[config.mk]
export PLATFORM = sky130hd
export DESIGN_NAME = rr_reg_arbiter
export DESIGN_NICKNAME = d
export VERILOG_FILES = /design/src/rtl/rr_reg_arbiter_pkg.sv /design/src/rtl/rr_reg_arbiter_d_ff_en.sv /design/src/rtl/rr_reg_arbiter.sv
export SDC_FILE = /design/constraint.sdc
export NUM_CORES = 1
export LEC_CHECK = 0
export ABC_AREA = 1
export CAP_MARGIN = 15
export CORE_ASPECT_RATIO = 0.6
export CORE_MARGIN = 1
export CORE_UTILIZATION = 45
export DETAILED_ROUTE_END_ITERATION = 7
export DONT_BUFFER_PORTS = 1
export PLACE_DENSITY = 0.6
export SYNTH_ARGS = -nofsm -noshare
export SYNTH_HDL_FRONTEND = slang
export SYNTH_SLANG_ARGS = --single-unit
[constraint.sdc]
create_clock -name clk -period 2.3 [get_ports clk]
set_input_delay 0.46 -clock clk [delete_from_list [all_inputs] [get_ports clk]]
set_output_delay 0.46 -clock clk [all_outputs]
set_load 0.01 [all_outputs]
[src/rtl/rr_reg_arbiter_pkg.sv]
// Shared definitions for the round-robin register arbiter.
//   state_e : FSM state encodings (IDLE/LOAD/ACK; 2'b11 is unused)
//   clog2   : ceiling log2 helper used to size the owner index
package rr_reg_arbiter_pkg;

  typedef enum logic [1:0] {
    IDLE = 2'b00,
    LOAD = 2'b01,
    ACK  = 2'b10
  } state_e;

  function automatic int unsigned clog2(input int unsigned v);
    int unsigned r;
    r = 0;
    while ((32'd1 << r) < v) r++;
    return r;
  endfunction

endpackage

[src/rtl/rr_reg_arbiter_d_ff_en.sv]
// Enabled D register with asynchronous active-high reset.
//   clk  : rising-edge clock
//   rst  : async reset, clears q_o
//   en_i : load enable
//   d_i  : W-bit data in
//   q_o  : W-bit registered data out
module d_ff_en #(
  parameter int unsigned W = 5
) (
  input  logic         clk,
  input  logic         rst,
  input  logic         en_i,
  input  logic [W-1:0] d_i,
  output logic [W-1:0] q_o
);

  logic [W-1:0] q_q;

  always_ff @(posedge clk or posedge rst) begin
    if (rst) begin
      q_q <= '0;
    end else if (en_i) begin
      q_q <= d_i;
    end
  end

  assign q_o = q_q;

endmodule

[src/rtl/rr_reg_arbiter.sv]
// Round-robin arbiter sharing one W-bit enabled register among N requesters.
// A winner is picked in IDLE, its word is loaded in LOAD, and a one-cycle
// ack pulse is issued in ACK. One transfer at most every three cycles.
//   clk   : rising-edge clock
//   rst   : async active-high reset
//   req   : N request lines, held until the matching ack is seen
//   data  : N flattened W-bit words, requester i at data[i*W +: W]
//   ack   : one-hot one-cycle pulse, word of owner now on Q
//   owner : index of current/last granted requester
//   busy  : high in LOAD and ACK
//   Q     : shared register contents
module rr_reg_arbiter
  import rr_reg_arbiter_pkg::*;
#(
  parameter  int unsigned W    = 5,
  parameter  int unsigned N    = 4,
  localparam int unsigned IDXW = clog2(N)
) (
  input  logic            clk,
  input  logic            rst,
  input  logic [N-1:0]    req,
  input  logic [N*W-1:0]  data,
  output logic [N-1:0]    ack,
  output logic [IDXW-1:0] owner,
  output logic            busy,
  output logic [W-1:0]    Q
);

  state_e            state_q, state_d;
  logic [IDXW-1:0]   owner_q, owner_d;
  logic [IDXW-1:0]   ptr_q, ptr_d;
  logic [N-1:0]      ack_q, ack_d;

  logic              pick_valid;
  logic [IDXW-1:0]   pick_idx;
  logic [IDXW:0]     cand_w;
  logic [IDXW-1:0]   cand;

  logic [W-1:0]      words [N];
  logic              ld_en;
  logic [W-1:0]      ld_d;

  always_comb begin
    for (int unsigned i = 0; i < N; i++) begin
      words[i] = data[i*W +: W];
    end
  end

  // Rotate-by-ptr priority encoder: candidates ptr, ptr+1, ... wrapped
  // modulo N with one extra bit so non-power-of-two N never overflows.
  always_comb begin
    pick_valid = 1'b0;
    pick_idx   = '0;
    cand_w     = '0;
    cand       = '0;
    for (int unsigned k = 0; k < N; k++) begin
      cand_w = {1'b0, ptr_q} + (IDXW+1)'(k);
      if (cand_w >= (IDXW+1)'(N)) begin
        cand_w = cand_w - (IDXW+1)'(N);
      end
      cand = cand_w[IDXW-1:0];
      if (!pick_valid && req[cand]) begin
        pick_valid = 1'b1;
        pick_idx   = cand;
      end
    end
  end

  always_ff @(posedge clk or posedge rst) begin
    if (rst) begin
      state_q <= IDLE;
      owner_q <= '0;
      ptr_q   <= '0;
      ack_q   <= '0;
    end else begin
      state_q <= state_d;
      owner_q <= owner_d;
      ptr_q   <= ptr_d;
      ack_q   <= ack_d;
    end
  end

  always_comb begin
    state_d = state_q;
    owner_d = owner_q;
    ptr_d   = ptr_q;
    case (state_q)
      IDLE: begin
        if (pick_valid) begin
          owner_d = pick_idx;
          state_d = LOAD;
        end
      end
      LOAD: state_d = ACK;
      ACK: begin
        state_d = IDLE;
        ptr_d   = (owner_q == IDXW'(N-1)) ? '0 : owner_q + IDXW'(1);
      end
      default: state_d = IDLE;
    endcase
  end

  always_comb begin
    ld_en = (state_q == LOAD);
    ld_d  = words[owner_q];
    ack_d = '0;
    if (state_q == LOAD) begin
      ack_d[owner_q] = 1'b1;
    end
    busy = (state_q == LOAD) || (state_q == ACK);
  end

  d_ff_en #(.W(W)) u_qreg (
    .clk  (clk),
    .rst  (rst),
    .en_i (ld_en),
    .d_i  (ld_d),
    .q_o  (Q)
  );

  assign ack   = ack_q;
  assign owner = owner_q;

endmodule

==> results of run 1 <==
cell usage after synthesis:
master	instances
ha_1	7
o21ai_1	3
nand2_1	41
nand3_1	5
a21boi_0	1
o21ai_4	1
nand3_2	2
clkbuf_1	3
a31oi_1	5
o21ai_0	12
nand4_1	2
nand2_2	6
inv_1	15
dfrtp_1	15
nor2_8	1
inv_2	5
buf_6	1
nor2_1	25
a21oi_1	1
nand2_4	5
nand3_4	1
o22ai_1	1
path summary, 6_finish.rpt:
| check | start | endpoint | slack [ns] |
|---|---|---|---|
| max | ptr_q[0] | owner[1] | 0.63 |
| min | rst | ack[2] | 0.15 |
| max reg2reg | ptr_q[0] | owner[1] | 0.63 |
| min reg2reg | state_q[0] | state_q[0] | 0.52 |
| max in group asynchronous | rst | state_q[0] | 1.75 |
| min in group clk | data[6] | u_qreg.q_o[1] | 0.42 |
cells by family (layout without fill, tap and decap cells):
group,Yosys count,count (layout),share of synthesized area
AO/OA/AOI/OAI,24,24,0.1242
adder cells (fa/ha/maj),7,7,0.07692
buffers and inverters,24,24,0.08571
flip-flops,15,15,0.3297
AND/OR/NAND/NOR,88,88,0.3835
flip-flops by register name, indices dropped and copies added, names as in the netlist:
signal      count
u_qreg.q_o      5
ack             4
owner           2
ptr_q           2
state_q         2
area by class of cell:
| type | count | share of cell area |
|---|---|---|
| clock buffer | 3 | 0.03441 |
| clock inverter | 1 | 0.004171 |
| inverter | 20 | 0.06257 |
| multi-input combinational | 119 | 0.5547 |
| sequential | 15 | 0.3128 |
| tap | 30 | 0.03128 |
where the power goes:
part	switching [mW]	total [mW]	internal, mW
clock network	0.102	0.223	0.120
registers	0.193	0.573	0.380
logic	0.685	1.06	0.379
total	0.980	1.86	0.879
worst max-delay path, cell delays in order, from the launching register on:
cell and delay [ns]:
dfrtp_1 0.60, inv_2 0.16, nand2_1 0.11, nand2_2 0.10
nand2_4 0.09, nand2_4 0.07, nor2_8 0.12, nand3_1 0.09
nand2_1 0.08, nand2_1 0.05, nand2_1 0.05, nand2_1 0.04
cell usage in the layout, fill, tap and decap left out:
| cell type | instances |
|---|---|
| nor2_1 | 25 |
| inv_2 | 5 |
| a21boi_0 | 1 |
| nand3_4 | 1 |
| nor2_8 | 1 |
| nand3_1 | 5 |
| nand2_4 | 5 |
| inv_1 | 15 |
| clkbuf_8 | 3 |
| nand2_1 | 41 |
| clkinv_2 | 1 |
| a31oi_1 | 5 |
| nand3_2 | 2 |
| o21ai_4 | 1 |
| a21oi_1 | 1 |
| nand2_2 | 6 |
| o21ai_1 | 3 |
| nand4_1 | 2 |
| dfrtp_1 | 15 |
| o21ai_0 | 12 |
| ha_1 | 7 |
| o22ai_1 | 1 |
per-stage QoR:
stage / total power, mW / instances / worst slack, ns
6_report: 1.859 / 188 / 0.6284
3_3_place_gp: 1.625 / 184 / 0.6441
2_1_floorplan: 1.475 / 158 / 0.9631
4_1_cts: 1.871 / 188 / 0.6376
3_5_place_dp: 1.644 / 184 / 0.6538
5_1_grt: 2.068 / 188 / 0.4592
per-layer routing:
metal,track usage,routed length [um],vias to the layer above
met2,0.2803,938,33
met4,0.06383,21,0
met3,0.1000,241,4
met1,0.2733,1180,408
li1,-,-,498
met5,0,0,-
==> impl_metrics.ini, run 1 <==
[clock_tree]
clk-insertion-delay-late_ns = 0.25
cts-buffers-inserted = 3
cts_resized = 0
cts_setup_buffers = 0
cts_tree = yes
cts.clk_slew.worst_paths_ns = 0.07
cts_root_buf = clkbuf_8
clock-sinks = 15
cts_hold_buf = 0
clock_path_buffers = 2
ctsHtreeMaxLevel = 1

[routing]
drt-pass1-iter-count = 4
wirelength_um = 2382
wl_per_cell_um = 12.67
drtAntennaViolNets = 0
via_per_inst = 5.016
drc = 0
drtIter0Drc = 41
via_count = 943

[critical_path]
arrival_ns = 1.82
crit_type = register to register
worstPathMaxFanout = 13
cp-start-kind = register
cp_data_required_time_ns = 2.45
reg2reg_depth = 11
end_kind = register

[layout]
synthToLayoutAreaGrowth_pct = 5.385
nFillCells = 243
n_antenna_cell = 0
post-route-util = 0.5269
multi_input_area_um2 = 665.6
drive_gt1_frac = 0.1582
fin_area_um2 = 1200
final_nets = 192
seqCellArea_um2 = 375.4

[sta]
period_needed_ns = 1.672
fmax_mhz = 598.2
fin_skew_ns = 0.004222
hold_slack_ns = 0.1542
hold_viol = 0
period_share = 0.7268
slew-limit-headroom = 0.5987
rsz0062_at_grt = no
drv_slew = 0
tns_ns = 0
finalSetupViolations = 0
tightestPinTransition_ns = 0.6013

[hold_path]
hp-class = input pin to async pin

[place]
dp.final_hpwl_um = 1867
dpl-instance-area_um2 = 1154
port-buffer-count = 0
place_congestion = 0.7953

[power_and_ir_drop]
ir_worst_vdd_v = 0.0006483
p_per_area_nw_per_um2 = 1550
leakage_nw = 0.6428

[floorplan]
die_y_um = 40.97
num_rows = 13
die_area_um2 = 2742
boundaryPins = 38
die_w_um = 66.94
core_um2 = 2277
start_util = 0.5000

[global_route]
track_usage = 0.2029
grt_start_max_net_pins = 16
grt_pass1_wl_um = 3808
antenna_found_initial = 0
first_global_vias = 839
overflow = 0

[synthesis]
synth_area_um2 = 1139
synth_area_leaders = dfrtp_1, nand2_1, nor2_1
synth_top_area_frac = 0.3297
netlist-cell-type-count = 22
yosysWarnings = 0
yosysSeqAreaShare = 0.3297
yosys.area.top_type = dfrtp_1
synth_nets = 191
synthCells = 158
ys_ff_latch = 15
syn_area_per_cell_um2 = 7.206

[flow_run]
max_cap_viol_count = 0

[run_status]
outcome = complete, no violations
No activity file was read; power rests on OpenSTA's default activity.
==> inputs of run 2 (changes only) <==
==> constraint.sdc (replaced) <==
create_clock -name clk -period 1.68 [get_ports clk]
set_input_delay 0.336 -clock clk [delete_from_list [all_inputs] [get_ports clk]]
set_output_delay 0.336 -clock clk [all_outputs]
set_load 0.01 [all_outputs]
==> run 2 against run 1 <==
Critical endpoint is now owner[0]. Combinational power up 58%. Wire length up 13%. Non-clock buffer count up 3. Sequential cell count unchanged. Register-to-register slack worse by 0.46 ns. Utilization up 0.93 points. Critical path type unchanged. Global-route usage up 1.5 points. Cell count up 1.6%. Sequential share of layout area down 0.54 points. Power up 43%.
==> impl_metrics.ini, run 2 (synthesis gave the netlist of run 1 again) <==
[critical_path]
end_kind = register
cp-start-kind = register
crit_top_cell = nand2_4
crit_type = register to register
arrival_ns = 1.65
cp_data_required_time_ns = 1.82
worstPathMaxFanout = 9
cp_slowest_cell = dfrtp_1
worstPathCellList = buf_4 > nand2_1 > nand2_2 > nand2_4 > nand2_4 > nor2_8 > nand3_4 > nand2_4 > inv_2 > nand3_1 > nand2_1
cp_num_buf_inv = 2
cp_top_family = simple AND/OR/NAND/NOR gates
worst_path_largest_cell_delay_ns = 0.43

[floorplan]
num_rows = 13
die_w_um = 66.94
die_area_um2 = 2742
core_um2 = 2277
die_y_um = 40.97
boundaryPins = 38
start_util = 0.5000

[power_and_ir_drop]
p_per_area_nw_per_um2 = 2178
leakage_nw = 0.6549
ir_worst_vdd_v = 0.0008637

[layout]
final_nets = 195
final_common_cell = nand2_1
final_cells = 191
seqCellArea_um2 = 375.4
multi_input_area_um2 = 665.6
layout_common_cells = nand2_1, nor2_1, inv_1, dfrtp_1, o21ai_0
drive_gt1_frac = 0.1677
n_antenna_cell = 0
synthToLayoutAreaGrowth_pct = 7.253
post-route-util = 0.5363
nFillCells = 241
largest_reg_flops = 5

[global_route]
first_global_vias = 901
antenna_found_initial = 0
track_usage = 0.2174
grt_start_max_net_pins = 16
grt_pass1_wl_um = 4084
overflow = 0

[sta]
fin_skew_ns = 0.003874
slew-limit-headroom = 0.5984
hold_viol = 0
fmax_mhz = 662.2
period_needed_ns = 1.510
drv_slew = 0
hold_slack_ns = 0.03878
tightestPinTransition_ns = 0.6018
setup_ws_ns = 0.1698
period_share = 0.8989
tns_ns = 0
rsz0062_at_grt = no
finalSetupViolations = 0

[clock_tree]
cts_hold_buf = 0
cts_setup_buffers = 0
cts.clk_slew.worst_paths_ns = 0.07
ctsHtreeMaxLevel = 1
clk-insertion-delay-late_ns = 0.25
cts_root_buf = clkbuf_8
cts_resized = 0
clock_path_buffers = 2
clock-sinks = 15
cts-buffers-inserted = 3
cts_tree = yes

[routing]
drtAntennaViolNets = 0
via_count = 1004
wirelength_um = 2697
drt-pass1-iter-count = 5
drc = 0
drtIter0Drc = 62
via_per_inst = 5.257
wl_per_cell_um = 14.12

[place]
dp.final_hpwl_um = 2052
post-place-ws_ns = 0.1935
port-buffer-count = 0
place_congestion = 0.8807
place_inst = 187

[flow_run]
max_cap_viol_count = 0

[hold_path]
hp-class = input pin to async pin

[run_status]
outcome = complete, no violations
run 2: stage by stage:
stage	total power, mW	instance area, um^2
6_report	2.659	1221
5_1_grt	2.934	1221
4_1_cts	2.662	1221
3_5_place_dp	2.350	1176
3_3_place_gp	2.271	1176
2_1_floorplan	2.020	1139
run 2: cell type report:
class                           count  share of cell area
Clock buffer                        4             0.03689
Inverter                           20             0.06148
Timing Repair Buffer                3             0.01844
Multi-Input combinational cell    119              0.5451
Tap cell                           30             0.03074
Sequential cell                    15              0.3074
run 2: report_power, final:
| part | internal (mW) | leakage (nW) | switching (mW) |
|---|---|---|---|
| sequential | 0.523 | 0.184 | 0.159 |
| combinational | 0.565 | 0.448 | 1.11 |
| clock | 0.168 | 0.0228 | 0.134 |
| total | 1.26 | 0.655 | 1.40 |
run 2: worst paths after layout:
path	start	end	slack (ns)	depth (start not counted)
worst min register to register	state_q[0]	state_q[0]	0.52	2
min in group clk	data[9]	u_qreg.q_o[4]	0.31	2
max in group asynchronous	rst	ptr_q[1]	1.25	1
worst max-delay path	ptr_q[0]	owner[0]	0.17	11
worst min-delay path	rst	owner[0]	0.04	1
worst max register to register	ptr_q[0]	owner[0]	0.17	11
run 2: layer usage:
layer | share of wire | vias up | global-route usage
li1 | - | 505 | -
met1 | 0.48 | 464 | 0.2964
met2 | 0.45 | 33 | 0.3460
met3 | 0.063 | 2 | 0.06944
met4 | 0.0026 | 0 | 0.03191
met5 | 0 | - | 0
